## src/rtl/instr_fetch_unit.sv

```systemverilog
// rtl/instr_fetch_unit.sv - PC and fetch-buffer stage feeding decode from a combinational ROM
//
// Purpose: holds the program counter, addresses the instruction ROM, registers
// the returned word together with its PC and presents it to decode with a
// valid flag. Accepts redirects from execute, parks issue while an ECALL is
// being serviced, and locks into a sticky fault on a bad PC.
//
// Parameters:
//   RESET_PC    - PC loaded on reset
//   ROM_ADDR_W  - ROM word-address width
//
// Ports:
//   clk, rst_n        - clock (rising edge), asynchronous active-low reset
//   rom_addr_o        - ROM word address, pc[ROM_ADDR_W+1:2] (combinational)
//   rom_data_i        - ROM word for rom_addr_o (combinational)
//   stall_i           - decode not ready: hold fetch buffer and PC
//   redirect_i        - load PC from redirect_pc_i (flushes the buffer)
//   redirect_pc_i     - branch / jump target
//   instr_o           - registered instruction
//   instr_pc_o        - PC of instr_o
//   instr_valid_o     - instr_o is a live issue
//   ecall_req_o       - ECALL service request
//   ecall_ack_i       - ECALL service complete
//   fault_o           - sticky fault flag
//   fault_cause_o     - 00 none, 01 misaligned redirect, 10 PC out of ROM range
//   fetch_count_o     - issued-instruction counter (wraps)
//
// Build option:
//   FETCH_RANGE_CHECK_EN - when defined, a PC or redirect target with any bit
//   set above the ROM window faults with cause 10. When undefined, the ROM
//   address aliases and the high PC bits simply pass through to instr_pc_o.

module instr_fetch_unit #(
    parameter logic [31:0] RESET_PC   = 32'h0000_0000,
    parameter int          ROM_ADDR_W = 10
) (
    input  logic                  clk,
    input  logic                  rst_n,
    output logic [ROM_ADDR_W-1:0] rom_addr_o,
    input  logic [31:0]           rom_data_i,
    input  logic                  stall_i,
    input  logic                  redirect_i,
    input  logic [31:0]           redirect_pc_i,
    output logic [31:0]           instr_o,
    output logic [31:0]           instr_pc_o,
    output logic                  instr_valid_o,
    output logic                  ecall_req_o,
    input  logic                  ecall_ack_i,
    output logic                  fault_o,
    output logic [1:0]            fault_cause_o,
    output logic [31:0]           fetch_count_o
);

    typedef enum logic [1:0] {
        ST_RUN        = 2'd0,
        ST_ECALL_WAIT = 2'd1,
        ST_FAULT      = 2'd2
    } state_t;

    localparam logic [31:0] ECALL_WORD     = 32'h0000_0073;
    localparam logic [1:0]  CAUSE_MISALIGN = 2'b01;
    localparam logic [1:0]  CAUSE_RANGE    = 2'b10;

    state_t      state_q;
    state_t      state_d;

    logic [31:0] pc_q;
    logic [31:0] instr_q;
    logic [31:0] instr_pc_q;
    logic        valid_q;
    logic        valid_d;
    logic        req_q;
    logic        req_d;
    logic        fault_q;
    logic [1:0]  cause_q;
    logic [1:0]  cause_d;
    logic [31:0] count_q;

    logic        redir_misalign;
    logic        redir_out_of_range;
    logic        redir_bad;
    logic        pc_out_of_range;
    logic        is_ecall_word;

    logic        issue;
    logic        load_redirect;
    logic        enter_fault;
    logic        ack_take;

    // ------------------------------------------------------------------
    // Target / PC qualification
    // ------------------------------------------------------------------
    always_comb begin
        redir_misalign = redirect_i && (redirect_pc_i[1:0] != 2'b00);
`ifdef FETCH_RANGE_CHECK_EN
        redir_out_of_range = redirect_i && (redirect_pc_i[31:ROM_ADDR_W+2] != '0);
        pc_out_of_range    = (pc_q[31:ROM_ADDR_W+2] != '0);
`else
        redir_out_of_range = 1'b0;
        pc_out_of_range    = 1'b0;
`endif
        redir_bad     = redir_misalign || redir_out_of_range;
        is_ecall_word = (rom_data_i == ECALL_WORD);
    end

    // ------------------------------------------------------------------
    // State register
    // ------------------------------------------------------------------
    always_ff @(posedge clk or negedge rst_n) begin
        if (!rst_n) begin
            state_q <= ST_RUN;
        end else begin
            state_q <= state_d;
        end
    end

    // ------------------------------------------------------------------
    // Next-state logic
    // ------------------------------------------------------------------
    always_comb begin
        state_d = state_q;
        unique case (state_q)
            ST_RUN: begin
                if (redirect_i) begin
                    // A good redirect keeps the state; stall is irrelevant here.
                    if (redir_bad) begin
                        state_d = ST_FAULT;
                    end
                end else if (!stall_i) begin
                    if (pc_out_of_range) begin
                        state_d = ST_FAULT;
                    end else if (is_ecall_word) begin
                        state_d = ST_ECALL_WAIT;
                    end
                end
            end
            ST_ECALL_WAIT: begin
                // The ack is honoured even alongside a stall or good redirect.
                if (redirect_i && redir_bad) begin
                    state_d = ST_FAULT;
                end else if (ecall_ack_i) begin
                    state_d = ST_RUN;
                end
            end
            ST_FAULT: begin
                state_d = ST_FAULT;
            end
            default: begin
                state_d = ST_FAULT;
            end
        endcase
    end

    // ------------------------------------------------------------------
    // Control / output decode
    // ------------------------------------------------------------------
    always_comb begin
        issue         = (state_q == ST_RUN) && !redirect_i && !stall_i && !pc_out_of_range;
        load_redirect = (state_q != ST_FAULT) && redirect_i && !redir_bad;
        enter_fault   = (state_q != ST_FAULT) && (state_d == ST_FAULT);
        ack_take      = (state_q == ST_ECALL_WAIT) && ecall_ack_i && !enter_fault;

        // Misalignment is the stronger diagnosis when both apply.
        cause_d = redir_misalign ? CAUSE_MISALIGN : CAUSE_RANGE;

        valid_d = valid_q;
        if ((state_q == ST_FAULT) || enter_fault) begin
            valid_d = 1'b0;
        end else if (load_redirect) begin
            valid_d = 1'b0;
        end else if (stall_i) begin
            valid_d = valid_q;
        end else if (issue) begin
            valid_d = 1'b1;
        end else begin
            // ECALL_WAIT with nothing else going on: no live issue.
            valid_d = 1'b0;
        end

        req_d = req_q;
        if ((state_q == ST_FAULT) || enter_fault) begin
            req_d = 1'b0;
        end else if (ack_take) begin
            req_d = 1'b0;
        end else if (issue && is_ecall_word) begin
            req_d = 1'b1;
        end
    end

    // ------------------------------------------------------------------
    // Datapath registers
    // ------------------------------------------------------------------
    always_ff @(posedge clk or negedge rst_n) begin
        if (!rst_n) begin
            pc_q       <= RESET_PC;
            instr_q    <= 32'h0;
            instr_pc_q <= 32'h0;
            valid_q    <= 1'b0;
            req_q      <= 1'b0;
            fault_q    <= 1'b0;
            cause_q    <= 2'b00;
            count_q    <= 32'h0;
        end else begin
            valid_q <= valid_d;
            req_q   <= req_d;

            if (load_redirect) begin
                pc_q <= redirect_pc_i;
            end else if (issue) begin
                pc_q <= pc_q + 32'd4;
            end

            if (issue) begin
                instr_q    <= rom_data_i;
                instr_pc_q <= pc_q;
                count_q    <= count_q + 32'd1;
            end

            // Only the first cause is recorded; FAULT never re-enters.
            if (enter_fault) begin
                fault_q <= 1'b1;
                cause_q <= cause_d;
            end
        end
    end

    assign rom_addr_o    = pc_q[ROM_ADDR_W+1:2];
    assign instr_o       = instr_q;
    assign instr_pc_o    = instr_pc_q;
    assign instr_valid_o = valid_q;
    assign ecall_req_o   = req_q;
    assign fault_o       = fault_q;
    assign fault_cause_o = cause_q;
    assign fetch_count_o = count_q;

endmodule

```

## config.mk

```make
export PLATFORM = sky130hd
export DESIGN_NAME = instr_fetch_unit
export DESIGN_NICKNAME = d
export VERILOG_FILES = /design/src/rtl/instr_fetch_unit.sv
export SDC_FILE = /design/constraint.sdc
export NUM_CORES = 1
export LEC_CHECK = 0
export BUFFER_PORTS_ARGS = -buffer_cell sky130_fd_sc_hd__buf_2
export CORE_MARGIN = 3
export CORE_UTILIZATION = 55
export CTS_BUF_LIST = sky130_fd_sc_hd__clkbuf_4 sky130_fd_sc_hd__clkbuf_8 sky130_fd_sc_hd__clkbuf_16
export DETAILED_ROUTE_END_ITERATION = 10
export MAX_ROUTING_LAYER = met4
export PLACE_DENSITY = 0.84
export SYNTH_ARGS = -nofsm -noshare
export SYNTH_HDL_FRONTEND = slang
export SYNTH_SLANG_ARGS = --single-unit
```

## constraint.sdc

```tcl
create_clock -name clk -period 5.7 [get_ports clk]
set_clock_uncertainty 0.1 [all_clocks]
set_input_delay 0.57 -clock clk [delete_from_list [all_inputs] [get_ports clk]]
set_output_delay 0.57 -clock clk [all_outputs]
set_load 0.05 [all_outputs]
```

==> results.toml <==
[global_route]
antenna_found_initial = 0
gr-total-overflow = 0
grt_pass1_wl_mm = 25.5
grt_pass1_vias = 5248
grt_max_degree = 77
grt_usage = 0.264

[yosys]
avgSynthCellArea_um2 = 9.31
ys_types = 40
synth_cells = 645
synth_nets = 716
synth.area.top_cells = "dfrtp_1 (56%), nand2_1 (15%), xor2_1 (4.2%), xnor2_1 (3.9%), nand4_1 (3.1%)"
synth_seq_area_share = 0.562
syn_area_um2 = 6010
yosys_warnings = 0
ys_ff_latch = 135
synth_top_area_share = 0.563
yosysTopAreaCell = "dfrtp_1"

[sta]
fin_crit_ns = 2.79
finalSetupTns_ns = 0
maxSlewHeadroom = 0.329
hold_violations = 0
slew_viol_final = 0
whs_ns = 0.141
timing.fmax_ghz = 0.358
worst_slack_ns = 2.91
rsz0062_at_grt = "false"
setup_viol = 0
finalCritPeriodShare = 0.490
worst_slew_pin_slew_ns = 0.998

[cells_and_area]
final_common_cell = "nand2_1"
finish.instance_area_um2 = 7570
layout_common_cells = "nand2_1 (246), buf_2 (178), dfrtp_1 (135)"
num-nets-final = 885
layout-drive-gt1-share = 0.271
area_growth_pct = 26.1
n_antenna_cell = 0

[detailed_routing]
wl_per_cell_um = 15.7
wirelength_mm = 15.1
drt.antenna.violating_nets = 0
drt_iter0_markers = 411
drc = 0
drtPass1Iterations = 5
routed-via-count = 5232
vias_per_cell = 5.44

[clocking]
cts_buffers = 17
post-cts-setup-buffers = 0
clk_path_buf_depth = 2
clkSinkCount = 135
cts_tree = "done"
clock_latency_ns = 0.53
path_clk_slew_ns = 0.06
cts_root_buffer = "clkbuf_8"
h-tree-depth = 4

[floorplan]
ios = 180
die_w_um = 110
rows = 37
start_util = 0.574
die_h_um = 110
die_area_um2 = 12200
core-area_um2 = 10500

[worst_setup_path]
crit_fanout = 66
required_ns = 5.98
worstSetupPathType = "reg -> reg"
r2r_cells = 6
end_kind = "flip-flop"
crit_arrival_ns = 3.07
crit_path_start_kind = "flip-flop"

[hold_path]
hold_class = "in -> reg"
min_path_cells = 3

[status]
status = "finished, final reports clean"

[placed_design]
place_area_um2 = 6940
dpl.hpwl_mm = 10.4
place_ws_ns = 2.72
portBuffers = 179
gp_congestion = 0.851

[power]
p_leak_uw = 0.00409
ir_worst_vdd_mv = 0.234
pwr_density_cell_nw_per_um2 = 340
total_power_uw = 2580

[job]
maxCapViolations = 0
[per-stage QoR]
stage	cells	util
after floorplan	645	-
after global placement	930	0.663
after detailed placement	930	0.663
after CTS	962	0.724
after global routing	962	0.724
final	962	0.724
[synth_stat cells (all sizes together)]
library cell,instances
and4,2
o211ai,1
o311ai,2
nor4,9
a22oi,1
nor2b,1
nand4,30
nand4b,1
a21o,1
or4,1
buf,16
nand2b,2
nand2,246
xor2,29
a21oi,5
a31oi,3
dfrtp,135
mux2i,1
nor2,19
nand3,22
nor3,11
ha,2
nor4b,1
o21ai,30
clkbuf,19
xnor2,27
nor4bb,2
inv,8
a31o,1
a221o,1
and2,4
and3,12
[path summary, 6_finish.rpt]
kind	startpoint	to	slack [ns]
min in group asynchronous	rst_n	instr_o[20]	0.52
worst max register to register	state_q[0]	pc_q[28]	2.91
worst min-delay path	redirect_pc_i[22]	pc_q[22]	0.14
worst min register to register	fault_o	fault_o	0.35
max in group asynchronous	rst_n	instr_pc_o[30]	3.73
worst max-delay path	state_q[0]	pc_q[28]	2.91
[routing by layer]
layer | vias up | GRT usage | wire length, um
li1 | 2475 | - | -
met1 | 2508 | 0.327 | 6170
met2 | 213 | 0.427 | 7590
met5 | - | - | 0
met4 | 0 | 0.0944 | 393
met3 | 36 | 0.0603 | 973
[area by class of cell]
type	count	area [um2]
fillers	760	2890
well taps	136	170
clock buffers	20	455
inverters	8	30.0
multi-input cells	467	2420
flip-flops and latches	135	3380
clock inverters	11	173
repair buffers	185	950
[critical path, stage by stage, from the launching register on]
cell and delay, ns:
dfrtp_1 0.47, or4_4 0.70, buf_4 0.40, nor2_2 0.36
nand3_1 0.19, o211ai_1 0.24, o311ai_0 0.18
[sequential cells by signal (all words and copies together) (netlist names)]
signal / cells
state_q: 2
fault_cause_o: 2
pc_q: 32
instr_pc_o: 32
fetch_count_o: 32
instr_valid_o: 1
instr_o: 32
fault_o: 1
ecall_req_o: 1
[where the power goes]
group	internal, uW	leakage, uW	total, uW	switching (uW)
registers	1020	0.00181	1080	60.8
clock network	743	0.000295	1150	405
logic	85.2	0.00198	349	264
[cells by family after synthesis]
kind of cell,after synthesis,share of synthesized area
adders and majority gates,2,0.00417
and+or+nand+nor,363,0.272
xor gates and xnor gates,56,0.0817
DFF,135,0.562
buffers and inverters,43,0.0358
muxes,1,0.00167
AOI/OAI and AO/OA,45,0.0421
[timing repair]
action,CTS,global route
hold buffers,1,0
hold endpoints to repair,75,0
gates resized for setup,0,0
Power figures use the tool's default switching activity.
